## src/rtl/nmr_qsw_window_seq.sv

```systemverilog
// Multi-echo Q-switch enable sequencer: delayed EN_QSW per acquisition window, echo counting, DONE pulse.
// Optional ACTIVE-state watchdog is built when QSW_TIMEOUT_EN is defined.
module nmr_qsw_window_seq #(
  parameter int SYNC_STAGES = 2,
  parameter int DLY_W       = 8,
  parameter int CNT_W       = 16,
  parameter int TMO_CYC     = 65535
) (
  input  logic             ADC_CLK,
  input  logic             RESET,
  input  logic             ACQ_WND,
  input  logic             ACQ_WND_PULSED,
  input  logic             ARM,
  input  logic [DLY_W-1:0] START_DLY,
  input  logic [DLY_W-1:0] STOP_EXT,
  input  logic [CNT_W-1:0] ECHO_NUM,
  output logic             EN_QSW,
  output logic             BUSY,
  output logic             DONE,
  output logic [CNT_W-1:0] ECHO_CNT,
  output logic             TMO_ERR
);

  typedef enum logic [5:0] {
    S_IDLE      = 6'b000001,
    S_WAIT_LOW  = 6'b000010,
    S_WAIT_RISE = 6'b000100,
    S_DELAY     = 6'b001000,
    S_ACTIVE    = 6'b010000,
    S_EXTEND    = 6'b100000
  } state_e;

  state_e state_q;

  logic [SYNC_STAGES-1:0] acq_sync_q;
  logic [SYNC_STAGES-1:0] pls_sync_q;
  logic                   pls_d_q;
  logic                   acq_s;
  logic                   pls_s;
  logic                   pls_rise;

  logic                   en_q;
  logic                   busy_q;
  logic                   done_q;
  logic [CNT_W-1:0]       echo_cnt_q;
  logic [CNT_W-1:0]       echo_cnt_d;
  logic [DLY_W-1:0]       dly_cnt_q;
  logic [DLY_W-1:0]       start_dly_q;
  logic [DLY_W-1:0]       stop_ext_q;
  logic [CNT_W-1:0]       echo_num_q;

  logic                   echo_fin;
  logic                   seq_last;
  logic                   tmo_hit;

  always_ff @(posedge ADC_CLK) begin
    if (RESET) begin
      acq_sync_q <= '0;
      pls_sync_q <= '0;
      pls_d_q    <= 1'b0;
    end else begin
      acq_sync_q[0] <= ACQ_WND;
      pls_sync_q[0] <= ACQ_WND_PULSED;
      for (int i = 1; i < SYNC_STAGES; i++) begin
        acq_sync_q[i] <= acq_sync_q[i-1];
        pls_sync_q[i] <= pls_sync_q[i-1];
      end
      pls_d_q <= pls_s;
    end
  end

  assign acq_s    = acq_sync_q[SYNC_STAGES-1];
  assign pls_s    = pls_sync_q[SYNC_STAGES-1];
  assign pls_rise = pls_s & ~pls_d_q;

`ifdef QSW_TIMEOUT_EN
  localparam int TMO_W = $clog2(TMO_CYC + 1);

  logic [TMO_W-1:0] tmo_cnt_q;
  logic             tmo_err_q;

  // Restarts from zero on every entry into ACTIVE.
  always_ff @(posedge ADC_CLK) begin
    if (RESET || (state_q != S_ACTIVE)) begin
      tmo_cnt_q <= '0;
    end else begin
      tmo_cnt_q <= tmo_cnt_q + TMO_W'(1);
    end
  end

  assign tmo_hit = (state_q == S_ACTIVE) && !pls_rise && (tmo_cnt_q == TMO_W'(TMO_CYC - 1));
  assign TMO_ERR = tmo_err_q;
`else
  logic unused_tmo;
  assign unused_tmo = ^TMO_CYC;
  assign tmo_hit    = 1'b0;
  assign TMO_ERR    = 1'b0;
`endif

  // An echo ends on the edge EN_QSW falls, or on a PULSED rise that arrives before EN_QSW ever rose.
  always_comb begin
    echo_fin = 1'b0;
    case (state_q)
      S_DELAY:  echo_fin = pls_rise;
      S_ACTIVE: echo_fin = pls_rise && (stop_ext_q == '0);
      S_EXTEND: echo_fin = (dly_cnt_q == DLY_W'(1));
      default:  echo_fin = 1'b0;
    endcase
  end

  assign echo_cnt_d = echo_cnt_q + CNT_W'(1);
  assign seq_last   = (echo_num_q != '0) && (echo_cnt_d == echo_num_q);

  always_ff @(posedge ADC_CLK) begin
    if (RESET) begin
      state_q     <= S_IDLE;
      en_q        <= 1'b0;
      busy_q      <= 1'b0;
      done_q      <= 1'b0;
      echo_cnt_q  <= '0;
      dly_cnt_q   <= '0;
      start_dly_q <= '0;
      stop_ext_q  <= '0;
      echo_num_q  <= '0;
`ifdef QSW_TIMEOUT_EN
      tmo_err_q   <= 1'b0;
`endif
    end else begin
      done_q <= 1'b0;
      if ((state_q != S_IDLE) && !ARM) begin
        state_q <= S_IDLE;
        en_q    <= 1'b0;
        busy_q  <= 1'b0;
      end else if (echo_fin) begin
        en_q       <= 1'b0;
        echo_cnt_q <= echo_cnt_d;
        if (seq_last) begin
          done_q  <= 1'b1;
          busy_q  <= 1'b0;
          state_q <= S_IDLE;
        end else begin
          state_q <= S_WAIT_LOW;
        end
      end else if (tmo_hit) begin
        en_q    <= 1'b0;
        busy_q  <= 1'b0;
        state_q <= S_IDLE;
`ifdef QSW_TIMEOUT_EN
        tmo_err_q <= 1'b1;
`endif
      end else begin
        case (state_q)
          S_IDLE: begin
            if (ARM) begin
              echo_cnt_q  <= '0;
              start_dly_q <= START_DLY;
              stop_ext_q  <= STOP_EXT;
              echo_num_q  <= ECHO_NUM;
              busy_q      <= 1'b1;
              state_q     <= S_WAIT_LOW;
`ifdef QSW_TIMEOUT_EN
              tmo_err_q   <= 1'b0;
`endif
            end
          end
          S_WAIT_LOW: begin
            if (!acq_s) state_q <= S_WAIT_RISE;
          end
          S_WAIT_RISE: begin
            if (acq_s) begin
              if (start_dly_q == '0) begin
                en_q    <= 1'b1;
                state_q <= S_ACTIVE;
              end else begin
                dly_cnt_q <= start_dly_q;
                state_q   <= S_DELAY;
              end
            end
          end
          S_DELAY: begin
            if (dly_cnt_q == DLY_W'(1)) begin
              en_q    <= 1'b1;
              state_q <= S_ACTIVE;
            end else begin
              dly_cnt_q <= dly_cnt_q - DLY_W'(1);
            end
          end
          S_ACTIVE: begin
            if (pls_rise) begin
              dly_cnt_q <= stop_ext_q;
              state_q   <= S_EXTEND;
            end
          end
          S_EXTEND: begin
            dly_cnt_q <= dly_cnt_q - DLY_W'(1);
          end
          default: begin
            en_q    <= 1'b0;
            busy_q  <= 1'b0;
            state_q <= S_IDLE;
          end
        endcase
      end
    end
  end

  assign EN_QSW   = en_q;
  assign BUSY     = busy_q;
  assign DONE     = done_q;
  assign ECHO_CNT = echo_cnt_q;

endmodule
```

## config.mk

```make
export PLATFORM = sky130hd
export DESIGN_NAME = nmr_qsw_window_seq
export DESIGN_NICKNAME = d
export VERILOG_FILES = /design/src/rtl/nmr_qsw_window_seq.sv
export SDC_FILE = /design/constraint.sdc
export NUM_CORES = 1
export LEC_CHECK = 0
export ABC_AREA = 0
export BUFFER_PORTS_ARGS = -buffer_cell sky130_fd_sc_hd__buf_2
export CAP_MARGIN = 20
export CORE_MARGIN = 2
export CORE_UTILIZATION = 40
export DETAILED_ROUTE_END_ITERATION = 16
export GPL_TIMING_DRIVEN = 0
export PLACE_DENSITY = 0.67
export SYNTH_ARGS = -nofsm -noshare
export SYNTH_HDL_FRONTEND = slang
export SYNTH_SLANG_ARGS = --single-unit
```

## constraint.sdc

```tcl
create_clock -name ADC_CLK -period 3 [get_ports ADC_CLK]
set_clock_uncertainty 0.2 [all_clocks]
set_input_delay 0.3 -clock ADC_CLK [delete_from_list [all_inputs] [get_ports ADC_CLK]]
set_output_delay 0.3 -clock ADC_CLK [all_outputs]
set_load 0.02 [all_outputs]
```

==> metrics.cfg <==
[clocking]
cts_max_level=3
clk_path_buf_depth=2
clk_pin_slew_ns=0.09
cts_buffers=9
cts_tree=yes
clk_latency_ns=0.36
cts_root_buf=clkbuf_8
cts_sinks=70

[critical_path]
cp_top_family=simple AND/OR/NAND/NOR gates
path_buf_inv=1
crit_path_start_kind=flip-flop
end_kind=flip-flop
reg2reg_depth=9
r2r_end=BUSY$_SDFFE_PP0P_
critPathKind=reg -> reg
regToRegSetupSlack_ns=0.17
critPathMaxFanout=9
critPathMaxStageDelay_ns=0.55
crit_arrival_ns=2.87
crit_chain=ha_4 > and3_1 > buf_4 > and3_1 > o21ai_0 > mux2_2 > or4_1 > nor4b_2 > nor3_1
worstPathRequired_ns=3.04
timing.critical_path.mode_cell=and3_1
crit-reg2reg-launch=ECHO_CNT[0]$_SDFFE_PP0P_
crit_path_top_delay_cell=or4_1

[floorplanning]
dieArea_mm2=0.0106
num_rows=36
die_w_um=103
fp.coreArea_mm2=0.00964
initial_core_util_pct=40.7
die_h_um=103
boundaryPins=57

[sta]
post-route-period-util_pct=94.5
fin_crit_ns=2.83
tightestPinTransition_ns=0.644
setup_viol=0
maxSlewViolCount=0
hold_violations=0
max_freq_ghz=0.353
finalHoldWorstSlack_ns=0.0175
max-slew-margin-rel_pct=56.8

[cells_and_area]
fill_cells=925
num_antenna_cells=0
fin_nets=645
final_util_pct=52.1
areaGrowthSynthToFinish_pct=28.0
drive_above_1_share_pct=18.9

[hold_path]
hold_depth=3
whs_endpoint=start_dly_q[6]$_SDFFE_PP0P_
worstHoldStart=START_DLY[6]
hold_class=in -> reg

[yosys]
synth_simple_gate_area_share_pct=31.3
synth-edff-count=0
seq_area_frac_synth_pct=35.7
syn_avg_cell_area_um2=7.78
yosys.cell_count.top_type=nand2_1
yosys_register_bits=70
ys_warn_count=0
yosysTopAreaCellShare_pct=35.7
synth_xor_area_share_pct=5.81
synthMuxAreaShare_pct=0.830
synth_top_family_by_area=simple AND/OR/NAND/NOR gates
ys.flop_type=dfxtp_1
synth_cells=504
synthArstFlopShare_pct=0
synth_adder_area_share_pct=0.957
synth.top_cells.by_count=85 x nand2_1, 70 x dfxtp_1, 63 x a21oi_1, 38 x nor2_1, 21 x o21ai_0
ys_top_cells_by_area=dfxtp_1 36%, nand2_1 8.1%, a21oi_1 8.0%
synth_compound_area_share_pct=20.5
synth_cell_types=63
yosysTopAreaCell=dfxtp_1
synth_area_mm2=0.00392
synth_fp_nets=544

[placed_design]
globalplace.congestion=0.897
hpwl_um=7970
port_buffers=54

[job]
cap_violations=0

[power_and_ir_drop]
p_leak_nw=1.97
powerDensity_mw_per_mm2=506
max-vdd-ir-drop_mv=0.266

[routing]
viasPerCell=5.48
antenna_left=0
drt_wl_total_um=11500
drc=0
wl_per_cell_um=15.4
vias=4075
drtIter0Drc=204
drt_first_pass_iters=5

[grt]
grt_overflow=0
grt_pass1_vias=3804
antenna_found_initial=0
grt_max_degree=15
grt_pass1_wl_um=18200
grt_usage_pct=22.1

[run_status]
status=completed

[flip-flops by register name, summed over array words and instances (netlist names), 2 cells and up]
signal / count
start_dly_q: 8
pls_sync_q: 2
ECHO_CNT: 16
state_q: 6
acq_sync_q: 2
stop_ext_q: 8
echo_num_q: 16
dly_cnt_q: 8
[stage by stage]
| stage | setup TNS [ns] | std cells | total power (W) | area (µm²) | setup WS, ns |
|---|---|---|---|---|---|
| 2_1_floorplan | 0 | 504 | 0.00147 | 3920 | 0.162 |
| 4_1_cts | 0 | 739 | 0.00254 | 4950 | 0.00500 |
| 3_3_place_gp | -0.737 | 691 | 0.00161 | 4360 | -0.292 |
| 6_report | 0 | 743 | 0.00254 | 5020 | 0.165 |
| 5_1_grt | -0.0380 | 743 | 0.00267 | 5020 | -0.0142 |
| 3_5_place_dp | -1.07 | 691 | 0.00163 | 4360 | -0.283 |
[per-layer routing]
layer	part of all wire, %	wire [µm]	track usage, %
met4	1.5	173	8.81
met5	0	0	0
met1	44	5040	28.6
met3	6.5	746	4.14
met2	48	5510	36.5
[worst register-to-register path, delay by kind of cell, from the launching register on]
family | cells | cell delay [ns]
multiplexers | 1 | 0.30
AO/OA/AOI/OAI | 1 | 0.09
adder cells (fa/ha/maj) | 1 | 0.21
buffers and inverters | 1 | 0.16
AND/OR/NAND/NOR | 5 | 1.33
flip-flops | 1 | 0.44
[kinds of logic after synthesis]
family,after synthesis
xor+xnor,26
compound gates,126
simple gates,235
buf+inv,40
fa+ha+maj,3
mux,3
other cells,1
flops,70
[cell type report]
| cell class | count | area, µm² | share of cell area (%) |
|---|---|---|---|
| timing repair buffer | 92 | 638 | 12.7 |
| buffer | 32 | 154 | 3.07 |
| multi-input combinational | 394 | 2400 | 47.9 |
| clock inverter | 7 | 105 | 2.09 |
| clock buffer | 9 | 124 | 2.47 |
| tap | 133 | 166 | 3.32 |
| inverter | 6 | 22.5 | 0.449 |
| sequential | 70 | 1400 | 28.0 |
[power breakdown]
group	internal (W)	switching, W	total (W)	leakage, nW
Combinational	0.000239	0.000331	0.000570	1.28
Sequential	0.00100	0.0000841	0.00109	0.571
Clock	0.000481	0.000403	0.000884	0.112
Total	0.00172	0.000818	0.00254	1.97
[cells in the final DEF, fill, tap and decap left out, types with 3 or more instances in the layout]
cell type and instances:
nand4b_1 5, a211oi_1 6, nor4_4 3, o21ai_0 21, nand2b_1 5, and3_1 3
buf_2 61, xor2_1 11, or4_1 4, buf_4 7, clkbuf_8 9, and2_1 5
nor4_1 11, clkbuf_1 17, xnor2_1 15, dfxtp_1 68, or3_1 5, nor2_1 38
nor2b_1 11, a21oi_1 63, a221oi_1 7, nor3b_1 5, nand3b_1 10, nand3_1 12
o21ai_1 3, nor3_1 7, o211ai_1 3, nand2_1 85, nand4_1 10, inv_1 6
dlygate4sd3_1 33
[worst max path at each step]
stage	from	endpoint	slack (ns)	cells past startpoint
final	ECHO_CNT[0]$_SDFFE_PP0P_	BUSY$_SDFFE_PP0P_	0.17	9
after global routing	state_q[1]$_SDFFE_PP0P_	ECHO_CNT[4]$_SDFFE_PP0P_	-0.01	9
after CTS	state_q[0]$_SDFFE_PP1P_	ECHO_CNT[5]$_SDFFE_PP0P_	0.005	8
after detailed placement	ECHO_CNT[0]$_SDFFE_PP0P_	BUSY$_SDFFE_PP0P_	-0.28	8
after global placement	ECHO_CNT[0]$_SDFFE_PP0P_	BUSY$_SDFFE_PP0P_	-0.29	8
after floorplan	ECHO_CNT[0]$_SDFFE_PP0P_	BUSY$_SDFFE_PP0P_	0.16	9
[timing repair]
action                                  in CTS  in global routing
endpoints found under the setup margin      13                 19
pin swaps                                    0                  4
setup buffers                                0                  5
resized for setup                            8                  8
endpoints found under the hold margin       33                  0
hold buffers                                33                  0
Note: power is estimated with default switching activity, not from simulation.
